--- src/rtl/wb_regfile_pkg.sv ---
// ============================================================================
// Module      : wb_regfile_pkg
// Description : Shared constants, types and helpers for the writeback regfile.
// Revision    : 1.0
// ============================================================================
`default_nettype none

package wb_regfile_pkg;

    localparam int XLEN       = 32;
    localparam int REG_ADDR_W = 5;
    localparam int NUM_REGS   = 32;

    typedef logic [REG_ADDR_W-1:0] reg_addr_t;
    typedef logic [XLEN-1:0]       xlen_t;

    localparam reg_addr_t REG_ZERO = 5'd0;

    // A WB write only takes effect when enabled and not aimed at x0.
    function automatic logic wb_commit(input logic we, input reg_addr_t rd);
        return we && (rd != REG_ZERO);
    endfunction

endpackage

`default_nettype wire

--- src/rtl/wb_regfile_rdport.sv ---
// ============================================================================
// Module      : wb_regfile_rdport
// Description : Decode read port with write-first forwarding from WB.
// Revision    : 1.0
// ============================================================================
`default_nettype none

module wb_regfile_rdport
    import wb_regfile_pkg::*;
(
    input  logic      rst_n,
    input  reg_addr_t addr,
    input  xlen_t     stored,
    input  logic      RegWriteW,
    input  reg_addr_t RdW,
    input  xlen_t     ResultW,
    output xlen_t     rdata
);

    logic w_fwd;

    always_comb begin
        w_fwd = rst_n && wb_commit(RegWriteW, RdW) && (RdW == addr);
        rdata = w_fwd ? ResultW : stored;
    end

endmodule

`default_nettype wire

--- src/rtl/wb_regfile.sv ---
// ============================================================================
// Module      : wb_regfile
// Description : Integer register file fed by WB, two forwarded decode ports,
//               an unforwarded debug port and a committed-write counter.
// Revision    : 1.0
// ============================================================================
`default_nettype none

module wb_regfile
    import wb_regfile_pkg::*;
#(
    parameter int CNT_W = 32
) (
    input  logic             clk,
    input  logic             rst_n,
    input  logic             RegWriteW,
    input  reg_addr_t        RdW,
    input  xlen_t            ResultW,
    input  reg_addr_t        Rs1D,
    input  reg_addr_t        Rs2D,
    output xlen_t            RD1D,
    output xlen_t            RD2D,
    input  reg_addr_t        DbgAddr,
    output xlen_t            DbgData,
    output logic [CNT_W-1:0] WbCount
);

    xlen_t            regs_q [NUM_REGS];
    xlen_t            regs_d [NUM_REGS];
    logic [CNT_W-1:0] count_q;
    logic [CNT_W-1:0] count_d;
    logic             w_commit;

    reg_addr_t        w_rs    [2];
    xlen_t            w_rdata [2];

    always_comb begin
        w_commit = wb_commit(RegWriteW, RdW);
        regs_d   = regs_q;
        count_d  = count_q;
        if (w_commit) begin
            regs_d[RdW] = ResultW;
            count_d     = count_q + CNT_W'(1);
        end
        // x0 is never stored, so its read value stays zero everywhere.
        regs_d[0] = '0;
    end

    always_ff @(posedge clk or negedge rst_n) begin
        if (!rst_n) begin
            for (int i = 0; i < NUM_REGS; i++) begin
                regs_q[i] <= '0;
            end
            count_q <= '0;
        end else begin
            regs_q  <= regs_d;
            count_q <= count_d;
        end
    end

    assign w_rs[0] = Rs1D;
    assign w_rs[1] = Rs2D;

    generate
        for (genvar p = 0; p < 2; p++) begin : g_rdport
            wb_regfile_rdport u_rdport (
                .rst_n     (rst_n),
                .addr      (w_rs[p]),
                .stored    (regs_q[w_rs[p]]),
                .RegWriteW (RegWriteW),
                .RdW       (RdW),
                .ResultW   (ResultW),
                .rdata     (w_rdata[p])
            );
        end
    endgenerate

    assign RD1D    = w_rdata[0];
    assign RD2D    = w_rdata[1];
    assign DbgData = regs_q[DbgAddr];
    assign WbCount = count_q;

endmodule

`default_nettype wire

--- config.mk ---
export PLATFORM = sky130hd
export DESIGN_NAME = wb_regfile
export DESIGN_NICKNAME = d
export VERILOG_FILES = /design/src/rtl/wb_regfile_pkg.sv /design/src/rtl/wb_regfile_rdport.sv /design/src/rtl/wb_regfile.sv
export SDC_FILE = /design/constraint.sdc
export NUM_CORES = 2
export LEC_CHECK = 0
export BUFFER_PORTS_ARGS = -buffer_cell sky130_fd_sc_hd__clkbuf_2
export CORE_ASPECT_RATIO = 1.1
export CORE_MARGIN = 2
export CORE_UTILIZATION = 48
export DETAILED_ROUTE_END_ITERATION = 7
export SYNTH_ARGS = -nofsm -noshare
export SYNTH_HDL_FRONTEND = slang
export SYNTH_SLANG_ARGS = --single-unit
export TNS_END_PERCENT = 50
--- constraint.sdc ---
create_clock -name clk -period 2.25 [get_ports clk]
set_input_delay 0.1125 -clock clk [delete_from_list [all_inputs] [get_ports clk]]
set_output_delay 0.1125 -clock clk [all_outputs]
set_load 0.01 [all_outputs]
==> flow_results.org <==
** Status
- Status :: complete, but fails checks
- Failing checks :: setup timing

** Synth
- The share of the Yosys chip area taken by registers is 0.409.
- Synthesized instance count :: roughly 4300
- Netlist area before placement :: 62600 um^2
- Fraction of registers with async set or reset after synthesis :: 1.00
- In this run, synthesis produced a sequential element count of 1024.
- After synthesis, the netlist uses 47 different library cells.
- Dividing the synthesized area by the synthesized cell count gives about 15 um^2.
- Yosys warning total :: 0
- The number of nets in the synthesized netlist is approximately 4400.
- Counting flops with a built-in enable in the synthesized netlist gives 0.
- For this run, the leading register cell type out of synthesis is dfrtp_1.

** STA
- Final critical-path share of the clock period :: 1.23
- Based on the critical path, the design can be clocked at up to between 300 and 400 MHz.
- Setup violations remaining at the end of the flow were counted as 96.
- Max-slew violations :: 0
- Time the final worst path needs with I/O delays and setup :: approximately 2800 ps
- Layout Skew :: between 4 and 5 ps
- Setup repair after global routing could not meet its margin everywhere.
- The count of final hold-check violations is 0.
- After routing, the total negative slack on setup checks comes to -34200 ps.
- In this run the tightest slew margin relative to its limit is 0.0653.
- Slack of the critical path :: -519 ps
- At the pin with the least slew margin, the transition time is 1400 ps.

** Power
- Portion of total power attributed to the clock network :: 0.314
- The internal portion of the total power is ~44 mW.
- Maximum vdd ir drop :: about 0.00066 V
- The share of total power dissipated in sequential elements is 0.410.
- Of the total power, the share spent switching nets is 0.299.
- Total power :: between 60 and 70 mW
- Net switching component of the power :: 18.7 mW
- Summed over all cells, the static leakage comes to roughly 32 nW.
- Dividing total power by cell area gives a power density of approximately 830 nW/um^2.
- The share of total power dissipated in combinational logic is 0.276.

** Setup path
- Critical path capture point type :: output port
- Critical Path Max Stage Delay :: 560 ps
- For the worst setup path, the data arrival time is ~2700 ps.
- The largest individual stage delay along the critical path comes from the cell mux4_2.
- The startpoint identified for the worst register-to-register timing path is WbCount[3].
- Crit path buf inv count :: 1
- Of all nets on the critical path, the largest fanout is 2.
- Worst setup path category :: reg -> out
- The cell family contributing the most delay on the critical path is multiplexers.
- The worst register-to-register path has a depth of 6.
- Start point of the critical path :: regs_q[538]
- STA classifies the critical path startpoint as a register.
- Most frequent cell on the critical path :: mux4_2
- In this run the number of cells on the critical path is 4.
- Traced cell by cell, the critical path runs through mux4_2 -> mux4_2 -> mux2_4 -> buf_6.
- For the worst setup path, the data required time is between 2000 and 2500 ps.
- The endpoint identified for the worst register-to-register timing path is WbCount[26].
- Worst setup path endpoint :: DbgData[26]
- Internal reg-to-reg setup slack :: ~370 ps

** Detailed routing
- Once detail routing completed, the nets flagged for antenna violations numbered 0.
- Final Routed Wirelength :: around 230 mm
- In the final routed layout, each cell accounts on average for between 30 and 40 um.
- Across all layers, the routed design uses between 40000 and 50000 vias.
- For this block, the initial DRC count from the detailed router was 5323.
- Remaining design rule violation count :: 0
- Before antenna repair, the detailed router went through 5 iterations.
- Vias per std cell :: around 7.1

** Global route
- Maximum number of pins on one net before global-route repair :: 171
- Wire length of the first global-routing pass :: about 340 mm
- The via count of the first global-routing pass is about 47000.
- Number of antenna violations at the first check in global routing :: 3
- For this run, the total global-route usage over all layers was measured as 0.345.
- For this run the aggregate overflow at the end of global routing stands at 0.

** Clocking
- Buffers inserted during clock tree synthesis total 115.
- Number of buffers on the longest clock path :: 3
- In this run the number of H-tree levels came out at 3.
- TritonCTS built the clock tree.
- The cell sitting at the root of the clock tree is a clkbuf_16.
- Later-pin clock latency in the skew report :: between 700 and 800 ps
- CTS sink count :: about 1000
- After clock tree synthesis, the clock-pin slew on the worst setup and hold paths is approximately 60 ps.

** Layout
- Area grow syn2layout :: 21.2%
- Leaving out fill and tap cells, the most frequent cell in the layout is mux2_2.
- 0 antenna diodes ended up in the layout.
- Nets :: ~4800
- Proportion of layout cells with a drive suffix above 1 :: 0.629
- Post-layout instance count excluding filler cells :: approximately 6500
- The finished cells cover around 76000 um^2.
- The library cells used most frequently in the layout, excluding fill and tap cells, are mux2_2 (1149), dfrtp_1 (1024), mux4_2 (643).
- Final core utilization :: 0.583
- Counting the fill cells in the layout gives ~10000.

** Place
- Routability-driven placement finished with a final weighted congestion of ~0.89.
- Including well taps, the total number of placed cells is approximately 6200.
- Placed cell area :: a little under 70000 um^2
- The count of buffers added on input and output ports is roughly 180.
- Once detailed placement completed, the half-perimeter wirelength came to roughly 150 mm.

** Floorplan
- Starting density of the core :: 0.482
- The initialized floorplan defines 139 standard-cell rows.
- The region available for standard cell placement spans about 130000 um^2.
- The die is around 380 um tall.
- The die covers around 130000 um^2.
- Measured along the x axis, the die boundary spans 348 um.
- roughly 180 I/O pins were placed.

** Job
- Reported max-cap violation count :: 0

** Hold path
- Worst hold path class :: in -> async
[how the worst min path moves through the flow]
stage / from / end / slack [ps] / cells past startpoint
finish: rst_n / regs_q[247] / 50 / 3
global route: ResultW[0] / regs_q[928] / 90 / 2
CTS: ResultW[0] / regs_q[928] / 4 / 2
detailed placement: rst_n / regs_q[247] / 260 / 2
global placement: rst_n / regs_q[247] / 260 / 2
floorplan: rst_n / WbCount[0] / -180 / 0
[power groups by stage]
stage / sequential, mW / clock (mW) / combinational, mW
after floorplan: 24.5 / 0 / 11.1
after global placement: 25.7 / 0 / 15.2
after detailed placement: 25.9 / 0 / 15.5
after CTS: 25.4 / 19.9 / 16.7
after global routing: 26.0 / 20.7 / 18.3
final: 25.7 / 19.7 / 17.3
[cell families after synthesis]
family	after synthesis	synth area share
compound gates	482	0.0645
mux	1952	0.464
fa+ha+maj	1	0.000200
flops	1024	0.409
simple gates	304	0.0227
xor+xnor	41	0.00573
buf+inv	500	0.0339
[registers in the layout (all words and copies together), names as in the netlist]
signal   count
regs_q     992
WbCount     32
[final cells by class]
type,count,area [um^2],area share
Timing Repair Buffer,797,7830,0.103
Tap cell,1692,2120,0.0279
Clock buffer,165,3390,0.0446
Inverter,3,11.3,0.000148
Multi-Input combinational cell,2780,36400,0.480
Clock inverter,47,519,0.00684
Sequential cell,1024,25600,0.338
[cells in the mapped netlist (4+ instances only)]
master	instances	area, um^2
nand4_1	10	62.6
nand2_1	127	477
nor3b_1	6	45.0
nand3_1	17	85.1
o221ai_1	92	806
mux2_2	1182	13300
nor2b_1	41	257
and2_1	4	25.0
mux2i_1	127	1270
nand3b_1	4	30.0
xor2_1	14	123
dfrtp_1	1024	25600
a221oi_1	92	806
a22oi_1	34	255
buf_2	120	601
or2_2	5	31.3
nor2_1	65	244
buf_4	20	150
o31ai_1	62	465
nor3_1	7	35.0
a211oi_1	31	233
a21oi_1	6	30.0
xnor2_1	27	236
clkbuf_1	279	1050
and3_1	5	31.3
a22o_1	155	1360
buf_1	75	282
mux4_2	643	14500
[tightest hold or removal path: cells and delay by family]
kind,cells,cell delay [ps]
buffers and inverters,3,1150
[layer usage]
metal,vias up,global-route usage,wire length (um)
li1,18100,-,-
met1,24800,0.478,93300
met2,2494,0.531,106000
met3,575,0.0677,19800
met4,4,0.156,11700
met5,-,0,29
[timing repair]
item | 4_1_cts | 5_1_grt
setup endpoints to repair | 96 | 104
setup buffers | 98 | 42
pin swaps | 84 | 33
hold buffers | 7 | 0
resized for setup | 168 | 136
hold endpoints to repair | 130 | 0
[stage by stage]
step           setup WS [ps]  hold WS (ps)
3_5_place_dp            -523           265
2_1_floorplan            118          -183
6_report                -519          47.9
5_1_grt                 -539          85.3
4_1_cts                 -550          4.03
3_3_place_gp            -509           259
Power figures use the tool's default switching activity.
